$ cat src/rtl/axis_channel_splitter_if.sv
// -----------------------------------------------------------------------------
// axis_channel_splitter_if
//
// Bundles the AXI-Stream signals of axis_channel_splitter:
//   s_axis_real_* / s_axis_imag_* : one complex input stream (tdata, tvalid,
//                                   tlast in; tready out of the splitter)
//   m_axis_real_* / m_axis_imag_* : CHANNELS broadcast output streams per path,
//                                   channel k at slice k (tdata, tkeep, tlast,
//                                   tvalid out of the splitter; tready in)
//
// Modports:
//   slave  : the splitter's view (consumes s_*, produces m_*)
//   master : the surrounding environment's view (produces s_*, consumes m_*)
// -----------------------------------------------------------------------------
interface axis_channel_splitter_if #(
    parameter int DATA_WIDTH = 128,
    parameter int CHANNELS   = 4
);
    localparam int KEEP_WIDTH = DATA_WIDTH / 8;

    logic [DATA_WIDTH-1:0]            s_axis_real_tdata;
    logic                             s_axis_real_tvalid;
    logic                             s_axis_real_tlast;
    logic                             s_axis_real_tready;
    logic [DATA_WIDTH-1:0]            s_axis_imag_tdata;
    logic                             s_axis_imag_tvalid;
    logic                             s_axis_imag_tlast;
    logic                             s_axis_imag_tready;

    logic [CHANNELS*DATA_WIDTH-1:0]   m_axis_real_tdata;
    logic [CHANNELS*KEEP_WIDTH-1:0]   m_axis_real_tkeep;
    logic [CHANNELS-1:0]              m_axis_real_tlast;
    logic [CHANNELS-1:0]              m_axis_real_tvalid;
    logic [CHANNELS-1:0]              m_axis_real_tready;
    logic [CHANNELS*DATA_WIDTH-1:0]   m_axis_imag_tdata;
    logic [CHANNELS*KEEP_WIDTH-1:0]   m_axis_imag_tkeep;
    logic [CHANNELS-1:0]              m_axis_imag_tlast;
    logic [CHANNELS-1:0]              m_axis_imag_tvalid;
    logic [CHANNELS-1:0]              m_axis_imag_tready;

    modport slave (
        input  s_axis_real_tdata, s_axis_real_tvalid, s_axis_real_tlast,
        output s_axis_real_tready,
        input  s_axis_imag_tdata, s_axis_imag_tvalid, s_axis_imag_tlast,
        output s_axis_imag_tready,
        output m_axis_real_tdata, m_axis_real_tkeep, m_axis_real_tlast, m_axis_real_tvalid,
        input  m_axis_real_tready,
        output m_axis_imag_tdata, m_axis_imag_tkeep, m_axis_imag_tlast, m_axis_imag_tvalid,
        input  m_axis_imag_tready
    );

    modport master (
        output s_axis_real_tdata, s_axis_real_tvalid, s_axis_real_tlast,
        input  s_axis_real_tready,
        output s_axis_imag_tdata, s_axis_imag_tvalid, s_axis_imag_tlast,
        input  s_axis_imag_tready,
        input  m_axis_real_tdata, m_axis_real_tkeep, m_axis_real_tlast, m_axis_real_tvalid,
        output m_axis_real_tready,
        input  m_axis_imag_tdata, m_axis_imag_tkeep, m_axis_imag_tlast, m_axis_imag_tvalid,
        output m_axis_imag_tready
    );
endinterface

$ cat src/rtl/axis_channel_splitter.sv
// -----------------------------------------------------------------------------
// axis_channel_splitter
//
// Broadcasts each complex input beat (real + imag stream) to CHANNELS output
// pairs (index 0=ch00, 1=ch01, 2=ch20, 3=ch21). Every one of the 2*CHANNELS
// output streams owns a one-beat holding slot; the input is accepted only
// when every slot is empty or being drained this cycle, so all channels stay
// in lock-step. One cycle latency, one beat per cycle when all sinks are ready.
//
// Ports:
//   clock          : rising-edge clock
//   resetn         : synchronous, active-low reset (also gates s_*_tready)
//   axis           : axis_channel_splitter_if.slave (s_axis_* in, m_axis_* out)
//   beat_count     : beats accepted in the current frame (0 after tlast beat),
//                    saturating at 16'hFFFF
//   tlast_mismatch : sticky, set when an accepted beat has real tlast != imag
//                    tlast; cleared only by reset
//
// Optional feature (macro AXIS_SPLIT_SCALE_EN): each loaded sample becomes
// (x + 2^(SHIFT-1)) >>> SHIFT, round-half-up, to undo the combiner's 4x gain.
// Without the macro samples pass bit-exact and SHIFT has no effect.
// -----------------------------------------------------------------------------
module axis_channel_splitter #(
    parameter int DATA_WIDTH   = 128,
    parameter int SAMPLE_WIDTH = 16,
    parameter int CHANNELS     = 4,
    parameter int SHIFT        = 2
) (
    input  logic                    clock,
    input  logic                    resetn,
    axis_channel_splitter_if.slave  axis,
    output logic [15:0]             beat_count,
    output logic                    tlast_mismatch
);
    localparam int KEEP_WIDTH = DATA_WIDTH / 8;
    localparam int SAMPLES    = DATA_WIDTH / SAMPLE_WIDTH;
    localparam int BUS_WIDTH  = CHANNELS * DATA_WIDTH;
    localparam int KEEP_BUS   = CHANNELS * KEEP_WIDTH;

    if ((DATA_WIDTH % SAMPLE_WIDTH) != 0 || (DATA_WIDTH % 8) != 0 ||
        SHIFT < 0 || SHIFT >= SAMPLE_WIDTH) begin : g_bad_params
        $error("axis_channel_splitter: inconsistent DATA_WIDTH/SAMPLE_WIDTH/SHIFT");
    end

`ifdef AXIS_SPLIT_SCALE_EN
    // Half an output LSB; zero when SHIFT=0 so samples pass unchanged.
    localparam logic signed [SAMPLE_WIDTH:0] ROUND = (SAMPLE_WIDTH+1)'((2**SHIFT) / 2);
`endif

    // Per-beat sample conditioning applied on load.
    function automatic logic [DATA_WIDTH-1:0] scale_beat(input logic [DATA_WIDTH-1:0] beat);
`ifdef AXIS_SPLIT_SCALE_EN
        logic [DATA_WIDTH-1:0]         result;
        logic signed [SAMPLE_WIDTH:0]  sum;
        result = '0;
        for (int i = 0; i < SAMPLES; i++) begin
            // Sign-extend by one bit so +max + ROUND cannot wrap.
            sum = $signed({beat[i*SAMPLE_WIDTH + SAMPLE_WIDTH - 1],
                           beat[i*SAMPLE_WIDTH +: SAMPLE_WIDTH]}) + ROUND;
            sum = sum >>> SHIFT;
            result[i*SAMPLE_WIDTH +: SAMPLE_WIDTH] = sum[SAMPLE_WIDTH-1:0];
        end
        return result;
`else
        return beat;
`endif
    endfunction

    logic [BUS_WIDTH-1:0] real_tdata_q,  real_tdata_d,  imag_tdata_q,  imag_tdata_d;
    logic [KEEP_BUS-1:0]  real_tkeep_q,  real_tkeep_d,  imag_tkeep_q,  imag_tkeep_d;
    logic [CHANNELS-1:0]  real_tlast_q,  real_tlast_d,  imag_tlast_q,  imag_tlast_d;
    logic [CHANNELS-1:0]  real_tvalid_q, real_tvalid_d, imag_tvalid_q, imag_tvalid_d;
    logic [15:0]          beat_count_q,  beat_count_d;
    logic                 tlast_mismatch_q, tlast_mismatch_d;
    logic                 can_load;
    logic                 accept;

    // Slot next-state: broadcast load on accept, otherwise per-slot drain.
    always_comb begin
        real_tdata_d     = real_tdata_q;
        imag_tdata_d     = imag_tdata_q;
        real_tkeep_d     = real_tkeep_q;
        imag_tkeep_d     = imag_tkeep_q;
        real_tlast_d     = real_tlast_q;
        imag_tlast_d     = imag_tlast_q;
        real_tvalid_d    = real_tvalid_q;
        imag_tvalid_d    = imag_tvalid_q;
        beat_count_d     = beat_count_q;
        tlast_mismatch_d = tlast_mismatch_q;

        // A slot is free if empty or handing its beat off this cycle.
        can_load = resetn
                 & (&(~real_tvalid_q | axis.m_axis_real_tready))
                 & (&(~imag_tvalid_q | axis.m_axis_imag_tready));
        accept   = can_load & axis.s_axis_real_tvalid & axis.s_axis_imag_tvalid;

        if (accept) begin
            // Load wins over a same-cycle drain, keeping the slot FULL.
            real_tdata_d  = {CHANNELS{scale_beat(axis.s_axis_real_tdata)}};
            imag_tdata_d  = {CHANNELS{scale_beat(axis.s_axis_imag_tdata)}};
            real_tkeep_d  = {KEEP_BUS{1'b1}};
            imag_tkeep_d  = {KEEP_BUS{1'b1}};
            real_tlast_d  = {CHANNELS{axis.s_axis_real_tlast}};
            imag_tlast_d  = {CHANNELS{axis.s_axis_imag_tlast}};
            real_tvalid_d = {CHANNELS{1'b1}};
            imag_tvalid_d = {CHANNELS{1'b1}};

            if (axis.s_axis_real_tlast) begin
                beat_count_d = 16'd0;
            end else if (beat_count_q != 16'hFFFF) begin
                beat_count_d = beat_count_q + 16'd1;
            end else begin
                beat_count_d = beat_count_q;
            end

            if (axis.s_axis_real_tlast != axis.s_axis_imag_tlast) begin
                tlast_mismatch_d = 1'b1;
            end else begin
                tlast_mismatch_d = tlast_mismatch_q;
            end
        end else begin
            // Payload holds; only tvalid drops for slots that handed off.
            real_tvalid_d = real_tvalid_q & ~axis.m_axis_real_tready;
            imag_tvalid_d = imag_tvalid_q & ~axis.m_axis_imag_tready;
        end
    end

    // State registers with synchronous active-low reset.
    always_ff @(posedge clock) begin
        if (!resetn) begin
            real_tdata_q     <= '0;
            imag_tdata_q     <= '0;
            real_tkeep_q     <= '0;
            imag_tkeep_q     <= '0;
            real_tlast_q     <= '0;
            imag_tlast_q     <= '0;
            real_tvalid_q    <= '0;
            imag_tvalid_q    <= '0;
            beat_count_q     <= 16'd0;
            tlast_mismatch_q <= 1'b0;
        end else begin
            real_tdata_q     <= real_tdata_d;
            imag_tdata_q     <= imag_tdata_d;
            real_tkeep_q     <= real_tkeep_d;
            imag_tkeep_q     <= imag_tkeep_d;
            real_tlast_q     <= real_tlast_d;
            imag_tlast_q     <= imag_tlast_d;
            real_tvalid_q    <= real_tvalid_d;
            imag_tvalid_q    <= imag_tvalid_d;
            beat_count_q     <= beat_count_d;
            tlast_mismatch_q <= tlast_mismatch_d;
        end
    end

    assign axis.s_axis_real_tready = can_load;
    assign axis.s_axis_imag_tready = can_load;
    assign axis.m_axis_real_tdata  = real_tdata_q;
    assign axis.m_axis_real_tkeep  = real_tkeep_q;
    assign axis.m_axis_real_tlast  = real_tlast_q;
    assign axis.m_axis_real_tvalid = real_tvalid_q;
    assign axis.m_axis_imag_tdata  = imag_tdata_q;
    assign axis.m_axis_imag_tkeep  = imag_tkeep_q;
    assign axis.m_axis_imag_tlast  = imag_tlast_q;
    assign axis.m_axis_imag_tvalid = imag_tvalid_q;
    assign beat_count              = beat_count_q;
    assign tlast_mismatch          = tlast_mismatch_q;
endmodule
$ cat src/flat_wrapper.sv
// flat-port wrapper written by rule: the top's interface ports become plain ports
module axis_channel_splitter_flat 
#(
    parameter int DATA_WIDTH   = 128,
    parameter int SAMPLE_WIDTH = 16,
    parameter int CHANNELS     = 4,
    parameter int SHIFT        = 2
)
  (clock, resetn, beat_count, tlast_mismatch, axis_s_axis_real_tdata, axis_s_axis_real_tvalid, axis_s_axis_real_tlast, axis_s_axis_real_tready, axis_s_axis_imag_tdata, axis_s_axis_imag_tvalid, axis_s_axis_imag_tlast, axis_s_axis_imag_tready, axis_m_axis_real_tdata, axis_m_axis_real_tkeep, axis_m_axis_real_tlast, axis_m_axis_real_tvalid, axis_m_axis_real_tready, axis_m_axis_imag_tdata, axis_m_axis_imag_tkeep, axis_m_axis_imag_tlast, axis_m_axis_imag_tvalid, axis_m_axis_imag_tready);
  axis_channel_splitter_if #(.DATA_WIDTH(DATA_WIDTH), .CHANNELS(CHANNELS)) axis_i ();
  input  logic clock;
  input  logic resetn;
  output logic [15:0] beat_count;
  output logic tlast_mismatch;
  input wire logic [$bits(axis_i.s_axis_real_tdata)-1:0] axis_s_axis_real_tdata;
  input wire logic [$bits(axis_i.s_axis_real_tvalid)-1:0] axis_s_axis_real_tvalid;
  input wire logic [$bits(axis_i.s_axis_real_tlast)-1:0] axis_s_axis_real_tlast;
  output wire logic [$bits(axis_i.s_axis_real_tready)-1:0] axis_s_axis_real_tready;
  input wire logic [$bits(axis_i.s_axis_imag_tdata)-1:0] axis_s_axis_imag_tdata;
  input wire logic [$bits(axis_i.s_axis_imag_tvalid)-1:0] axis_s_axis_imag_tvalid;
  input wire logic [$bits(axis_i.s_axis_imag_tlast)-1:0] axis_s_axis_imag_tlast;
  output wire logic [$bits(axis_i.s_axis_imag_tready)-1:0] axis_s_axis_imag_tready;
  output wire logic [$bits(axis_i.m_axis_real_tdata)-1:0] axis_m_axis_real_tdata;
  output wire logic [$bits(axis_i.m_axis_real_tkeep)-1:0] axis_m_axis_real_tkeep;
  output wire logic [$bits(axis_i.m_axis_real_tlast)-1:0] axis_m_axis_real_tlast;
  output wire logic [$bits(axis_i.m_axis_real_tvalid)-1:0] axis_m_axis_real_tvalid;
  input wire logic [$bits(axis_i.m_axis_real_tready)-1:0] axis_m_axis_real_tready;
  output wire logic [$bits(axis_i.m_axis_imag_tdata)-1:0] axis_m_axis_imag_tdata;
  output wire logic [$bits(axis_i.m_axis_imag_tkeep)-1:0] axis_m_axis_imag_tkeep;
  output wire logic [$bits(axis_i.m_axis_imag_tlast)-1:0] axis_m_axis_imag_tlast;
  output wire logic [$bits(axis_i.m_axis_imag_tvalid)-1:0] axis_m_axis_imag_tvalid;
  input wire logic [$bits(axis_i.m_axis_imag_tready)-1:0] axis_m_axis_imag_tready;
  assign axis_i.s_axis_real_tdata = axis_s_axis_real_tdata;
  assign axis_i.s_axis_real_tvalid = axis_s_axis_real_tvalid;
  assign axis_i.s_axis_real_tlast = axis_s_axis_real_tlast;
  assign axis_s_axis_real_tready = axis_i.s_axis_real_tready;
  assign axis_i.s_axis_imag_tdata = axis_s_axis_imag_tdata;
  assign axis_i.s_axis_imag_tvalid = axis_s_axis_imag_tvalid;
  assign axis_i.s_axis_imag_tlast = axis_s_axis_imag_tlast;
  assign axis_s_axis_imag_tready = axis_i.s_axis_imag_tready;
  assign axis_m_axis_real_tdata = axis_i.m_axis_real_tdata;
  assign axis_m_axis_real_tkeep = axis_i.m_axis_real_tkeep;
  assign axis_m_axis_real_tlast = axis_i.m_axis_real_tlast;
  assign axis_m_axis_real_tvalid = axis_i.m_axis_real_tvalid;
  assign axis_i.m_axis_real_tready = axis_m_axis_real_tready;
  assign axis_m_axis_imag_tdata = axis_i.m_axis_imag_tdata;
  assign axis_m_axis_imag_tkeep = axis_i.m_axis_imag_tkeep;
  assign axis_m_axis_imag_tlast = axis_i.m_axis_imag_tlast;
  assign axis_m_axis_imag_tvalid = axis_i.m_axis_imag_tvalid;
  assign axis_i.m_axis_imag_tready = axis_m_axis_imag_tready;
  axis_channel_splitter #(.DATA_WIDTH(DATA_WIDTH), .SAMPLE_WIDTH(SAMPLE_WIDTH), .CHANNELS(CHANNELS), .SHIFT(SHIFT)) u_core (.clock(clock), .resetn(resetn), .axis(axis_i), .beat_count(beat_count), .tlast_mismatch(tlast_mismatch));
endmodule
$ cat config.mk
export PLATFORM = sky130hd
export DESIGN_NAME = axis_channel_splitter_flat
export DESIGN_NICKNAME = d
export VERILOG_FILES = /design/src/rtl/axis_channel_splitter_if.sv /design/src/rtl/axis_channel_splitter.sv /design/src/flat_wrapper.sv
export SDC_FILE = /design/constraint.sdc
export NUM_CORES = 1
export LEC_CHECK = 0
export ABC_AREA = 1
export ABC_CLOCK_PERIOD_IN_PS = 9500
export CORE_AREA = 10 10 563 565
export CTS_CLUSTER_SIZE = 20
export DETAILED_ROUTE_END_ITERATION = 7
export DIE_AREA = 0 0 573 575
export HOLD_SLACK_MARGIN = 0.15
export PLACE_DENSITY = 0.36
export SYNTH_ARGS = -nofsm -noshare
export SYNTH_HDL_FRONTEND = slang
export SYNTH_SLANG_ARGS = --single-unit
$ cat constraint.sdc
create_clock -name clock -period 9.5 [get_ports clock]
set_clock_uncertainty 0.05 [all_clocks]
set_input_delay 1.9 -clock clock [delete_from_list [all_inputs] [get_ports clock]]
set_output_delay 1.9 -clock clock [all_outputs]
set_load 0.01 [all_outputs]
==> run_results.csv, run 1 <==
group,metric,value,unit
synth,synth_nets,2535,
clocking,path_clk_slew,0.05,ns
route,dr_wl_met2,72330,um
finish,n_fill_cell,35200,
finish,final_design_area_no_fill,0.03114,mm2
grt,grt_overflow_total,0,
synth,yosys_register_bits,284,
grt,first_global_vias,17040,
route,route.detailed.vias_per_inst,2.330,
grt,grt_first_pass_wirelength,184100,um
power_and_ir_drop,cellInternalPower,2.812,mW
power_and_ir_drop,comb_power_share,25.8,%
timing,postLayoutSetupSlackWorst,2.755,ns
timing,slew_headroom,27.94,%
synth,synth_warnings,0,
placement,detailedPlace.worstSlack,2.499,ns
synth,synthCells,2264,
floorplanning,io-pin-count,1457,
worst_setup_path,crit_path_max_fanout,4,
power_and_ir_drop,power_density,133.5,mW/mm2
worst_setup_path,cp_slowest_stage_delay,0.78,ns
power_and_ir_drop,worst_ir_drop_on_vdd,0.1141,mV
finish,syn_to_final_growth,82.56,%
clocking,cts_htree_levels,2,
power_and_ir_drop,p_sw_share,32.36,%
outcome,outcome,"finished, final reports clean",
route,detailroute.wirelength.met3,13890,um
worst_setup_path,most_common_cell_type_on_the_critical_path,"sky130_fd_sc_hd__nand2_1",
timing,timing_limited_maximum_frequency,0.1483,GHz
route,drtAntennaViolNets,0,
placement,placed_area,0.02972,mm2
route,avgRoutedWirePerCell,21.02,um
worst_setup_path,timing.reg2reg.setup_slack,6.34,ns
worst_setup_path,capture_point_of_the_worst_reg_to_reg_path,"u_core.beat_count[0]",
worst_setup_path,timing.critical_path.slowest_stage_cell,"sky130_fd_sc_hd__clkdlybuf4s50_1",
clocking,clock_insertion_delay_worst_skew,0.63,ns
placement,port_buffers,1456,
finish,drive_above_1_share,3.052,%
worst_setup_path,crit_path_end,"axis_s_axis_real_tready",
clocking,number_of_buffers_inserted_during_clock_tree_synthesis,42,
clocking,postCtsSetupRepairBufs,0,
grt,grt_antenna_before_repair,60,
timing,fin_tns_setup,0,ns
route,finalWirelength,145900,um
synth,synth_area,0.01706,mm2
timing,min_period_over_period,71.00,%
grt,global_route.usage.total,8.315,%
floorplanning,start_util,5.591,%
clocking,post_cts_resized,0,
timing,fin_worst_hold_slack,0.4275,ns
route,detail_route.wirelength.met1,56050,um
timing,grt_setup_unrepaired,"no",
worst_setup_path,timing.critical_path.cells,"clkdlybuf4s50_1 -> inv_1 -> nand2_1 -> nand2_1 -> nor2_1 -> nand2_1 -> nor2_1 -> clkdlybuf4s50_1",
clocking,max-clock-path-buffers,3,
floorplanning,die_width,573,um
floorplanning,floorplan.rows,203,
placement,gp_congestion,0.7552,
worst_setup_path,r2r.worst_path.cells,8,
clocking,cts_sinks,284,
synth,ys_seq_area_share,33.33,%
worst_setup_path,regToRegStartpoint,"u_core.axis.m_axis_imag_tvalid[0]",
worst_setup_path,crit_path_start_kind,"input pin",
synth,synth_top_area_share,40.76,%
clocking,cts.hold.buffers_added,0,
power_and_ir_drop,power_frac_clock,39.0,%
synth,area_leader_netlist,"sky130_fd_sc_hd__buf_4",
worst_setup_path,critPathLaunch,"axis_m_axis_imag_tready[2]",
route,detailedRoute.firstIterationViolations,915,
synth,post_synth.cell_area_avg,7.534,um2
worst_setup_path,cp.arrival,4.80,ns
timing,setup_viol_count_final,0,
finish,num-nets-final,3059,
clocking,cts.root.buffer_cell,"sky130_fd_sc_hd__clkbuf_16",
grt,grt_start_max_net_pins,139,
timing,timing_worst_slew_pin_value,1.081,ns
worst_hold_path,hold_class,"reg2reg",
timing,hold_violations,0,
timing,finalMaxSlewViolations,0,
power_and_ir_drop,power.share.sequential,35.3,%
worst_setup_path,worst-endpoint-required,7.55,ns
route,detail_route.drc_violations,0,
power_and_ir_drop,power.leakage,9.648,nW
route,first_pass_iters,5,
synth,post_synth_num_cell_types,21,
job,max-cap-violations,0,
timing,fin_crit,6.745,ns
floorplanning,floorplan.die.height,575,um
synth,yosys-top-cells-area,"sky130_fd_sc_hd__buf_4 41%, sky130_fd_sc_hd__dfxtp_1 33%, sky130_fd_sc_hd__nor2_1 12%, sky130_fd_sc_hd__o21ai_0 7.7%, sky130_fd_sc_hd__nand2_1 1.7%",
floorplanning,core_area,0.3050,mm2
power_and_ir_drop,p_sw,1.345,mW
worst_setup_path,timing.setup.critical_path_class,"in2out",
clocking,tritoncts,"done",
floorplanning,design.die.area,0.3295,mm2
placement,place.detailed.hpwl,127300,um
route,routed_via_count,16170,
worst_setup_path,timing.critical_path.to_type,"output port",
route,top_metal_layer_carrying_routed_signals,"met5",
[registers in the layout, summed over array words and instances (netlist names)]
name	count
u_core.axis.m_axis_real_tvalid	4
u_core.axis.m_axis_imag_tdata	128
u_core.tlast_mismatch	1
u_core.axis.m_axis_imag_tvalid	4
u_core.beat_count	16
u_core.axis.m_axis_real_tdata	128
u_core.axis.m_axis_imag_tlast	1
u_core.axis.m_axis_real_tlast	1
u_core.axis.m_axis_real_tkeep	1
[cell type report]
cell class              count  area (um2)  area share [%]
flip-flops and latches    284        5689           18.27
clock inverters            15       181.4          0.5826
diodes                     22       55.05          0.1768
multi-input cells         956        4033           12.95
repair buffers           1474       14750           47.37
well taps                4100        5130           16.47
inverters                  30       112.6          0.3616
clock buffers              59        1186           3.809
[cells by family after synthesis]
| family | count (synthesis) | synth area share (%) |
|---|---|---|
| AOI/OAI and AO/OA | 286 | 8.436 |
| xor gates and xnor gates | 2 | 0.1027 |
| adders and majority gates | 1 | 0.07335 |
| buffers and inverters | 1024 | 43.02 |
| DFF | 284 | 33.33 |
| and+or+nand+nor | 667 | 15.03 |
[critical path, delay by kind of cell]
| kind | cells | cell delay (ns) |
|---|---|---|
| simple gates | 5 | 1.60 |
| buf+inv | 3 | 1.29 |
[placed cells by master, fill, tap and decap left out, types with 5 or more instances in the layout]
master,count
sky130_fd_sc_hd__a21oi_1,21
sky130_fd_sc_hd__buf_4,15
sky130_fd_sc_hd__clkbuf_1,11
sky130_fd_sc_hd__clkbuf_16,43
sky130_fd_sc_hd__clkbuf_8,5
sky130_fd_sc_hd__clkdlybuf4s50_1,1455
sky130_fd_sc_hd__clkinv_2,7
sky130_fd_sc_hd__dfxtp_1,283
sky130_fd_sc_hd__diode_2,22
sky130_fd_sc_hd__inv_1,28
sky130_fd_sc_hd__nand2_1,79
sky130_fd_sc_hd__nand3_1,19
sky130_fd_sc_hd__nand4_1,6
sky130_fd_sc_hd__nor2_1,558
sky130_fd_sc_hd__o21ai_0,262
[worst min path at each step]
| stage | start | to | slack (ns) | cells past startpoint |
|---|---|---|---|---|
| final | u_core.tlast_mismatch | u_core.tlast_mismatch | 0.43 | 2 |
| after global routing | u_core.tlast_mismatch | u_core.tlast_mismatch | 0.49 | 2 |
| after CTS | u_core.tlast_mismatch | u_core.tlast_mismatch | 0.44 | 2 |
| after detailed placement | u_core.tlast_mismatch | u_core.tlast_mismatch | 0.43 | 2 |
| after global placement | u_core.tlast_mismatch | u_core.tlast_mismatch | 0.41 | 2 |
| after floorplan | u_core.tlast_mismatch | u_core.tlast_mismatch | 0.45 | 2 |
[metal layers]
layer	track usage (%)	up-vias
li1	-	7252
met5	0	-
met2	14.88	1102
met3	3.232	137
met1	9.215	7654
met4	2.036	22
[cells in the mapped netlist]
library cell	number
sky130_fd_sc_hd__buf_4	926
sky130_fd_sc_hd__nor2_1	558
sky130_fd_sc_hd__dfxtp_1	284
sky130_fd_sc_hd__o21ai_0	262
sky130_fd_sc_hd__nand2_1	79
sky130_fd_sc_hd__clkbuf_1	58
sky130_fd_sc_hd__inv_1	29
sky130_fd_sc_hd__a21oi_1	21
sky130_fd_sc_hd__nand3_1	19
sky130_fd_sc_hd__buf_2	9
sky130_fd_sc_hd__nand4_1	6
sky130_fd_sc_hd__o21bai_1	3
sky130_fd_sc_hd__xor2_1	2
sky130_fd_sc_hd__buf_6	1
sky130_fd_sc_hd__clkinv_1	1
sky130_fd_sc_hd__ha_1	1
sky130_fd_sc_hd__nand3_2	1
sky130_fd_sc_hd__nor2_2	1
sky130_fd_sc_hd__nor2_4	1
sky130_fd_sc_hd__nor3_1	1
sky130_fd_sc_hd__nor3b_1	1
[per-stage QoR]
| step | total power, mW | util (%) | std cells |
|---|---|---|---|
| floorplan | 1.953 | - | 2264 |
| global placement | 2.609 | 9.741 | 6844 |
| detailed placement | 2.606 | 9.741 | 6844 |
| CTS | 4.305 | 10.19 | 6918 |
| global route | 4.380 | 10.19 | 6920 |
| finish | 4.158 | 10.21 | 6940 |
[power groups by stage]
stage | Sequential, mW | Clock, mW | Combinational (mW)
after floorplan | 1.39 | 0 | 0.563
after global placement | 1.50 | 0 | 1.11
after detailed placement | 1.51 | 0 | 1.10
after CTS | 1.48 | 1.72 | 1.10
after global routing | 1.48 | 1.75 | 1.15
final | 1.47 | 1.62 | 1.07
(Power assumes the default switching activity.)
==> run 2: changes to the inputs <==
--- a/config.mk
+++ b/config.mk
@@ -6,7 +6,7 @@
 export NUM_CORES = 1
 export LEC_CHECK = 0
 export ABC_AREA = 1
-export ABC_CLOCK_PERIOD_IN_PS = 9500
+export ABC_CLOCK_PERIOD_IN_PS = 7000
 export CORE_AREA = 10 10 563 565
 export CTS_CLUSTER_SIZE = 20
 export DETAILED_ROUTE_END_ITERATION = 7
==> constraint.sdc (replaced) <==
create_clock -name clock -period 7 [get_ports clock]
set_clock_uncertainty 0.05 [all_clocks]
set_input_delay 1.4 -clock clock [delete_from_list [all_inputs] [get_ports clock]]
set_output_delay 1.4 -clock clock [all_outputs]
set_load 0.01 [all_outputs]
==> run 2 against run 1 <==
Total power up 36%. Clock power grew 37%. Largest cell class unchanged. Worst setup slack lost 0.89 ns. Critical endpoint is now axis_s_axis_imag_tready. Sequential share of layout area about the same.
==> run_results.csv, run 2 (synthesis results as in run 1) <==
group,metric,value,unit
finish,num-nets-final,3060,
placement,detailedPlace.worstSlack,1.783,ns
worst_setup_path,timing.reg2reg.setup_slack,3.63,ns
clocking,post_cts_resized,0,
floorplanning,start_util,5.591,%
grt,global_route.usage.total,8.276,%
route,route.detailed.vias_per_inst,2.317,
clocking,cts_htree_levels,2,
route,finalWirelength,145000,um
worst_setup_path,cp.arrival,3.69,ns
clocking,cts_sinks,284,
timing,min_period_over_period,73.43,%
worst_setup_path,crit_path_end,"axis_s_axis_imag_tready",
floorplanning,core_area,0.3050,mm2
route,avgRoutedWirePerCell,20.89,um
grt,grt_start_max_net_pins,132,
worst_setup_path,timing.critical_path.to_type,"output port",
floorplanning,die_width,573,um
route,routed_via_count,16090,
grt,grt_antenna_before_repair,59,
timing,fin_tns_setup,0,ns
floorplanning,io-pin-count,1457,
grt,grt_first_pass_wirelength,183700,um
worst_hold_path,hold_class,"reg2reg",
route,drtAntennaViolNets,0,
power_and_ir_drop,power_density,181.5,mW/mm2
placement,numPlacedInstances,6846,
clocking,max-clock-path-buffers,3,
grt,grt_overflow_total,0,
placement,placed_area,0.02976,mm2
job,max-cap-violations,0,
finish,stdcell_count,6944,
clocking,clock_insertion_delay_worst_skew,0.65,ns
placement,gp_congestion,0.7609,
finish,syn_to_final_growth,83.00,%
placement,port_buffers,1456,
worst_setup_path,capture_point_of_the_worst_reg_to_reg_path,"u_core.axis.m_axis_real_tdata[428]",
timing,finalMaxSlewViolations,0,
route,detail_route.drc_violations,0,
finish,layout.cells.most_common,"sky130_fd_sc_hd__clkdlybuf4s50_1",
clocking,cts.root.buffer_cell,"sky130_fd_sc_hd__clkbuf_16",
clocking,cts.hold.buffers_added,0,
clocking,path_clk_slew,0.06,ns
placement,place.detailed.hpwl,126800,um
floorplanning,floorplan.rows,203,
power_and_ir_drop,power.leakage,9.690,nW
finish,n_fill_cell,35190,
timing,fin_crit,5.140,ns
worst_setup_path,worst-endpoint-required,5.55,ns
grt,first_global_vias,17250,
floorplanning,floorplan.die.height,575,um
floorplanning,design.die.area,0.3295,mm2
worst_setup_path,regToRegStartpoint,"u_core.axis.m_axis_imag_tvalid[2]",
worst_setup_path,crit_path_start_kind,"input pin",
worst_setup_path,timing.setup.critical_path_class,"in2out",
timing,setup_viol_count_final,0,
timing,hold_violations,0,
timing,timing_limited_maximum_frequency,0.1946,GHz
outcome,outcome,"finished, final reports clean",
clocking,tritoncts,"done",
worst_setup_path,crit_path_max_fanout,3,
route,detailedRoute.firstIterationViolations,1053,
finish,final_cell_mix,"1455 x sky130_fd_sc_hd__clkdlybuf4s50_1, 558 x sky130_fd_sc_hd__nor2_1, 283 x sky130_fd_sc_hd__dfxtp_1",
finish,utilization,10.23,%
route,first_pass_iters,5,
clocking,number_of_buffers_inserted_during_clock_tree_synthesis,41,
clocking,postCtsSetupRepairBufs,0,
timing,timing_worst_slew_pin_value,1.278,ns
timing,grt_setup_unrepaired,"no",
worst_setup_path,r2r.worst_path.cells,8,
timing,slew_headroom,14.81,%
worst_setup_path,critPathLaunch,"axis_m_axis_imag_tready[2]",
finish,drive_above_1_share,3.261,%
timing,postLayoutSetupSlackWorst,1.860,ns
power_and_ir_drop,worst_ir_drop_on_vdd,0.1470,mV
timing,fin_worst_hold_slack,0.4177,ns
power_and_ir_drop,overall_power_consumption,5.664,mW
finish,final_design_area_no_fill,0.03121,mm2
==> run 2: cell types whose count changed in the layout (fill, tap and decap cells not counted), sizes merged <==
cell and delta:
buf +2, clkbuf -1, diode +1, inv +2
==> run 2: metal layers <==
layer / global-route usage, % / vias to the layer above / wire length [um]
met5: 0 / - / 145
met4: 2.235 / 22 / 3709
met3: 3.265 / 129 / 15400
met2: 14.68 / 1095 / 71570
met1: 9.165 / 7587 / 54210
li1: - / 7257 / -
==> run 2: where the power goes <==
part	total (mW)	switching (mW)	leakage, nW	internal, mW
sequential	1.99	0.280	2.32	1.71
clock	2.22	0.924	0.686	1.30
combinational	1.46	0.635	6.69	0.822
==> run 2: cell type report <==
class                           instances  area (um2)  share of cell area, %
Inverter                               30       112.6                 0.3608
Clock inverter                         17       220.2                 0.7055
Tap cell                             4100        5130                  16.43
Timing Repair Buffer                 1476       14790                  47.39
Multi-Input combinational cell        956        4033                  12.92
Antenna cell                           23       57.56                 0.1844
Sequential cell                       284        5689                  18.23
Clock buffer                           58        1180                  3.780
==> run 2: worst max-delay path: stages <==
cell and delay, ns:
sky130_fd_sc_hd__clkdlybuf4s50_1 0.46, sky130_fd_sc_hd__inv_1 0.05, sky130_fd_sc_hd__nand2_1 0.08, sky130_fd_sc_hd__nand2_1 0.06, sky130_fd_sc_hd__nor2_1 0.55, sky130_fd_sc_hd__nand2_1 0.12, sky130_fd_sc_hd__nor2_1 0.16, sky130_fd_sc_hd__buf_4 0.19
sky130_fd_sc_hd__clkdlybuf4s50_1 0.60
==> run 2: how the worst min path moves through the flow <==
stage / cells after the start / startpoint / end
2_1_floorplan: 2 / u_core.tlast_mismatch / u_core.tlast_mismatch
3_3_place_gp: 2 / u_core.tlast_mismatch / u_core.tlast_mismatch
3_5_place_dp: 2 / u_core.tlast_mismatch / u_core.tlast_mismatch
4_1_cts: 2 / u_core.tlast_mismatch / u_core.tlast_mismatch
5_1_grt: 2 / u_core.tlast_mismatch / u_core.tlast_mismatch
6_report: 2 / u_core.tlast_mismatch / u_core.tlast_mismatch
==> run 3: changes to the inputs <==
--- a/config.mk
+++ b/config.mk
@@ -6,7 +6,7 @@
 export NUM_CORES = 1
 export LEC_CHECK = 0
 export ABC_AREA = 1
-export ABC_CLOCK_PERIOD_IN_PS = 7000
+export ABC_CLOCK_PERIOD_IN_PS = 5200
 export CORE_AREA = 10 10 563 565
 export CTS_CLUSTER_SIZE = 20
 export DETAILED_ROUTE_END_ITERATION = 7
==> constraint.sdc (replaced) <==
create_clock -name clock -period 5.2 [get_ports clock]
set_clock_uncertainty 0.05 [all_clocks]
set_input_delay 1.04 -clock clock [delete_from_list [all_inputs] [get_ports clock]]
set_output_delay 1.04 -clock clock [all_outputs]
set_load 0.01 [all_outputs]
==> run 3 against run 2 <==
Count of clock-buffer cells in the layout is the same. Combinational power grew 34%. Critical path type unchanged. Worst hold slack gained 0.019 ns. Largest cell class unchanged.
==> run_results.csv, run 3 (synthesis results as in run 1) <==
group,metric,value,unit
floorplanning,die_width,573,um
route,drtAntennaViolNets,0,
clocking,cts_sinks,284,
finish,syn_to_final_growth,83.13,%
worst_setup_path,worstPathBufferInverterCount,4,
timing,hold_violations,0,
placement,port_buffers,1456,
worst_setup_path,regToRegStartpoint,"u_core.axis.m_axis_imag_tvalid[2]",
worst_setup_path,crit_path_end,"axis_s_axis_real_tready",
placement,place.detailed.hpwl,128400,um
floorplanning,floorplan.die.height,575,um
clocking,cts.hold.buffers_added,0,
worst_setup_path,timing.reg2reg.setup_slack,2.59,ns
worst_setup_path,worst-endpoint-required,4.11,ns
placement,gp_congestion,0.7782,
outcome,outcome,"finished, final reports clean",
worst_setup_path,timing.setup.critical_path_class,"in2out",
worst_setup_path,timing.critical_path.slowest_stage_cell,"sky130_fd_sc_hd__clkdlybuf4s50_1",
power_and_ir_drop,power_density,246.4,mW/mm2
worst_setup_path,cp.arrival,3.12,ns
worst_hold_path,hold_path_depth,2,
floorplanning,core_area,0.3050,mm2
timing,timing_limited_maximum_frequency,0.2377,GHz
worst_setup_path,timing.critical_path.to_type,"output port",
grt,grt_antenna_before_repair,78,
job,max-cap-violations,0,
worst_setup_path,crit_path_start_kind,"input pin",
route,detail_route.drc_violations,0,
worst_setup_path,capture_point_of_the_worst_reg_to_reg_path,"u_core.axis.m_axis_real_tdata[453]",
route,finalWirelength,147800,um
grt,grt_overflow_total,0,
clocking,post_cts_resized,0,
route,first_pass_iters,7,
timing,finalMaxSlewViolations,0,
worst_setup_path,most_common_cell_type_on_the_critical_path,"sky130_fd_sc_hd__nand2_1",
clocking,number_of_buffers_inserted_during_clock_tree_synthesis,43,
route,route.detailed.vias_per_inst,2.333,
worst_setup_path,crit_path_max_fanout,3,
timing,slew_headroom,24.20,%
clocking,path_clk_slew,0.06,ns
finish,layout.cells.most_common,"sky130_fd_sc_hd__clkdlybuf4s50_1",
power_and_ir_drop,worst_ir_drop_on_vdd,0.2146,mV
worst_setup_path,critPathLaunch,"axis_m_axis_imag_tready[2]",
timing,timing_worst_slew_pin_value,1.137,ns
clocking,clock_insertion_delay_worst_skew,0.64,ns
finish,num-nets-final,3066,
worst_setup_path,r2r.worst_path.cells,8,
route,routed_via_count,16200,
grt,first_global_vias,17120,
worst_setup_path,cp_top_family,"buffers and inverters",
worst_setup_path,timing.critical_path.cells,"clkdlybuf4s50_1 -> inv_1 -> nand2_1 -> nand2_1 -> nor2_1 -> buf_4 -> nand2_1 -> nor2_1 -> clkdlybuf4s50_1",
timing,fin_crit,4.207,ns
clocking,cts_htree_levels,2,
floorplanning,start_util,5.591,%
floorplanning,floorplan.rows,203,
route,avgRoutedWirePerCell,21.29,um
floorplanning,design.die.area,0.3295,mm2
clocking,tritoncts,"done",
worst_setup_path,cp_slowest_stage_delay,0.67,ns
timing,grt_setup_unrepaired,"no",
clocking,max-clock-path-buffers,3,
grt,global_route.usage.total,8.413,%
clocking,cts.root.buffer_cell,"sky130_fd_sc_hd__clkbuf_16",
finish,drive_above_1_share,3.467,%
floorplanning,io-pin-count,1457,
grt,grt_first_pass_wirelength,185400,um
placement,numPlacedInstances,6850,
power_and_ir_drop,overall_power_consumption,7.697,mW
worst_hold_path,hold_class,"reg2reg",
grt,grt_start_max_net_pins,116,
timing,setup_viol_count_final,0,
worst_setup_path,cp.depth,9,
timing,min_period_over_period,80.89,%
finish,utilization,10.24,%
power_and_ir_drop,power.leakage,9.718,nW
route,detailedRoute.firstIterationViolations,833,
timing,fin_tns_setup,0,ns
clocking,postCtsSetupRepairBufs,0,
finish,final_cell_mix,"1454 x sky130_fd_sc_hd__clkdlybuf4s50_1, 558 x sky130_fd_sc_hd__nor2_1, 283 x sky130_fd_sc_hd__dfxtp_1",
finish,stdcell_count,6942,
==> run 3: cell types whose count changed in the layout (fill, tap and decap cells not counted), moves of 2 or more <==
cell	previous run	this run
sky130_fd_sc_hd__inv_6	0	3
sky130_fd_sc_hd__buf_4	15	20
sky130_fd_sc_hd__clkinv_4	1	3
sky130_fd_sc_hd__clkbuf_16	41	43
sky130_fd_sc_hd__clkinv_2	8	6
sky130_fd_sc_hd__diode_2	23	15
sky130_fd_sc_hd__clkbuf_1	8	10
sky130_fd_sc_hd__clkbuf_8	9	5
==> run 3: layout make-up <==
type / count / area (um2)
multi-input cells: 956 / 4033
inverters: 30 / 112.6
fillers: 35240 / 273800
flip-flops and latches: 284 / 5689
clock buffers: 58 / 1182
repair buffers: 1480 / 14820
clock inverters: 19 / 231.5
well taps: 4100 / 5130
diodes: 15 / 37.54
==> run 3: worst min-delay path by stage <==
stage | start | slack [ns] | to
6_report | u_core.tlast_mismatch | 0.44 | u_core.tlast_mismatch
5_1_grt | u_core.axis.m_axis_imag_tvalid[0] | 0.46 | u_core.axis.m_axis_imag_tvalid[0]
4_1_cts | u_core.tlast_mismatch | 0.44 | u_core.tlast_mismatch
3_5_place_dp | u_core.tlast_mismatch | 0.42 | u_core.tlast_mismatch
3_3_place_gp | u_core.tlast_mismatch | 0.41 | u_core.tlast_mismatch
2_1_floorplan | u_core.tlast_mismatch | 0.45 | u_core.tlast_mismatch
==> run 3: layer usage <==
metal	vias to the layer above	GRT usage, %	routed length, um
met5	-	0	245
met4	36	1.935	3435
met3	186	3.655	15130
met2	1126	15.25	74050
met1	7574	8.984	54910
li1	7275	-	-
==> run 3: where the power goes <==
| part | switching (mW) | internal (mW) |
|---|---|---|
| registers | 0.377 | 2.30 |
| logic | 0.843 | 1.11 |
| clock network | 1.31 | 1.76 |
==> run 3: worst register-to-register path, delay by kind of cell, from the launching register on <==
kind	cells	cell delay, ns
compound gates	1	0.95
buf+inv	2	0.48
simple gates	5	0.71
flops	1	0.31
==> run 3: per-stage QoR <==
step	setup WS [ns]	cell area, um2	hold WS, ns
floorplan	1.318	17060	0.4536
global placement	0.8009	29780	0.4085
detailed placement	0.8912	29780	0.4188
CTS	0.8880	31200	0.4367
global route	0.8526	31200	0.4645
finish	0.9935	31240	0.4367
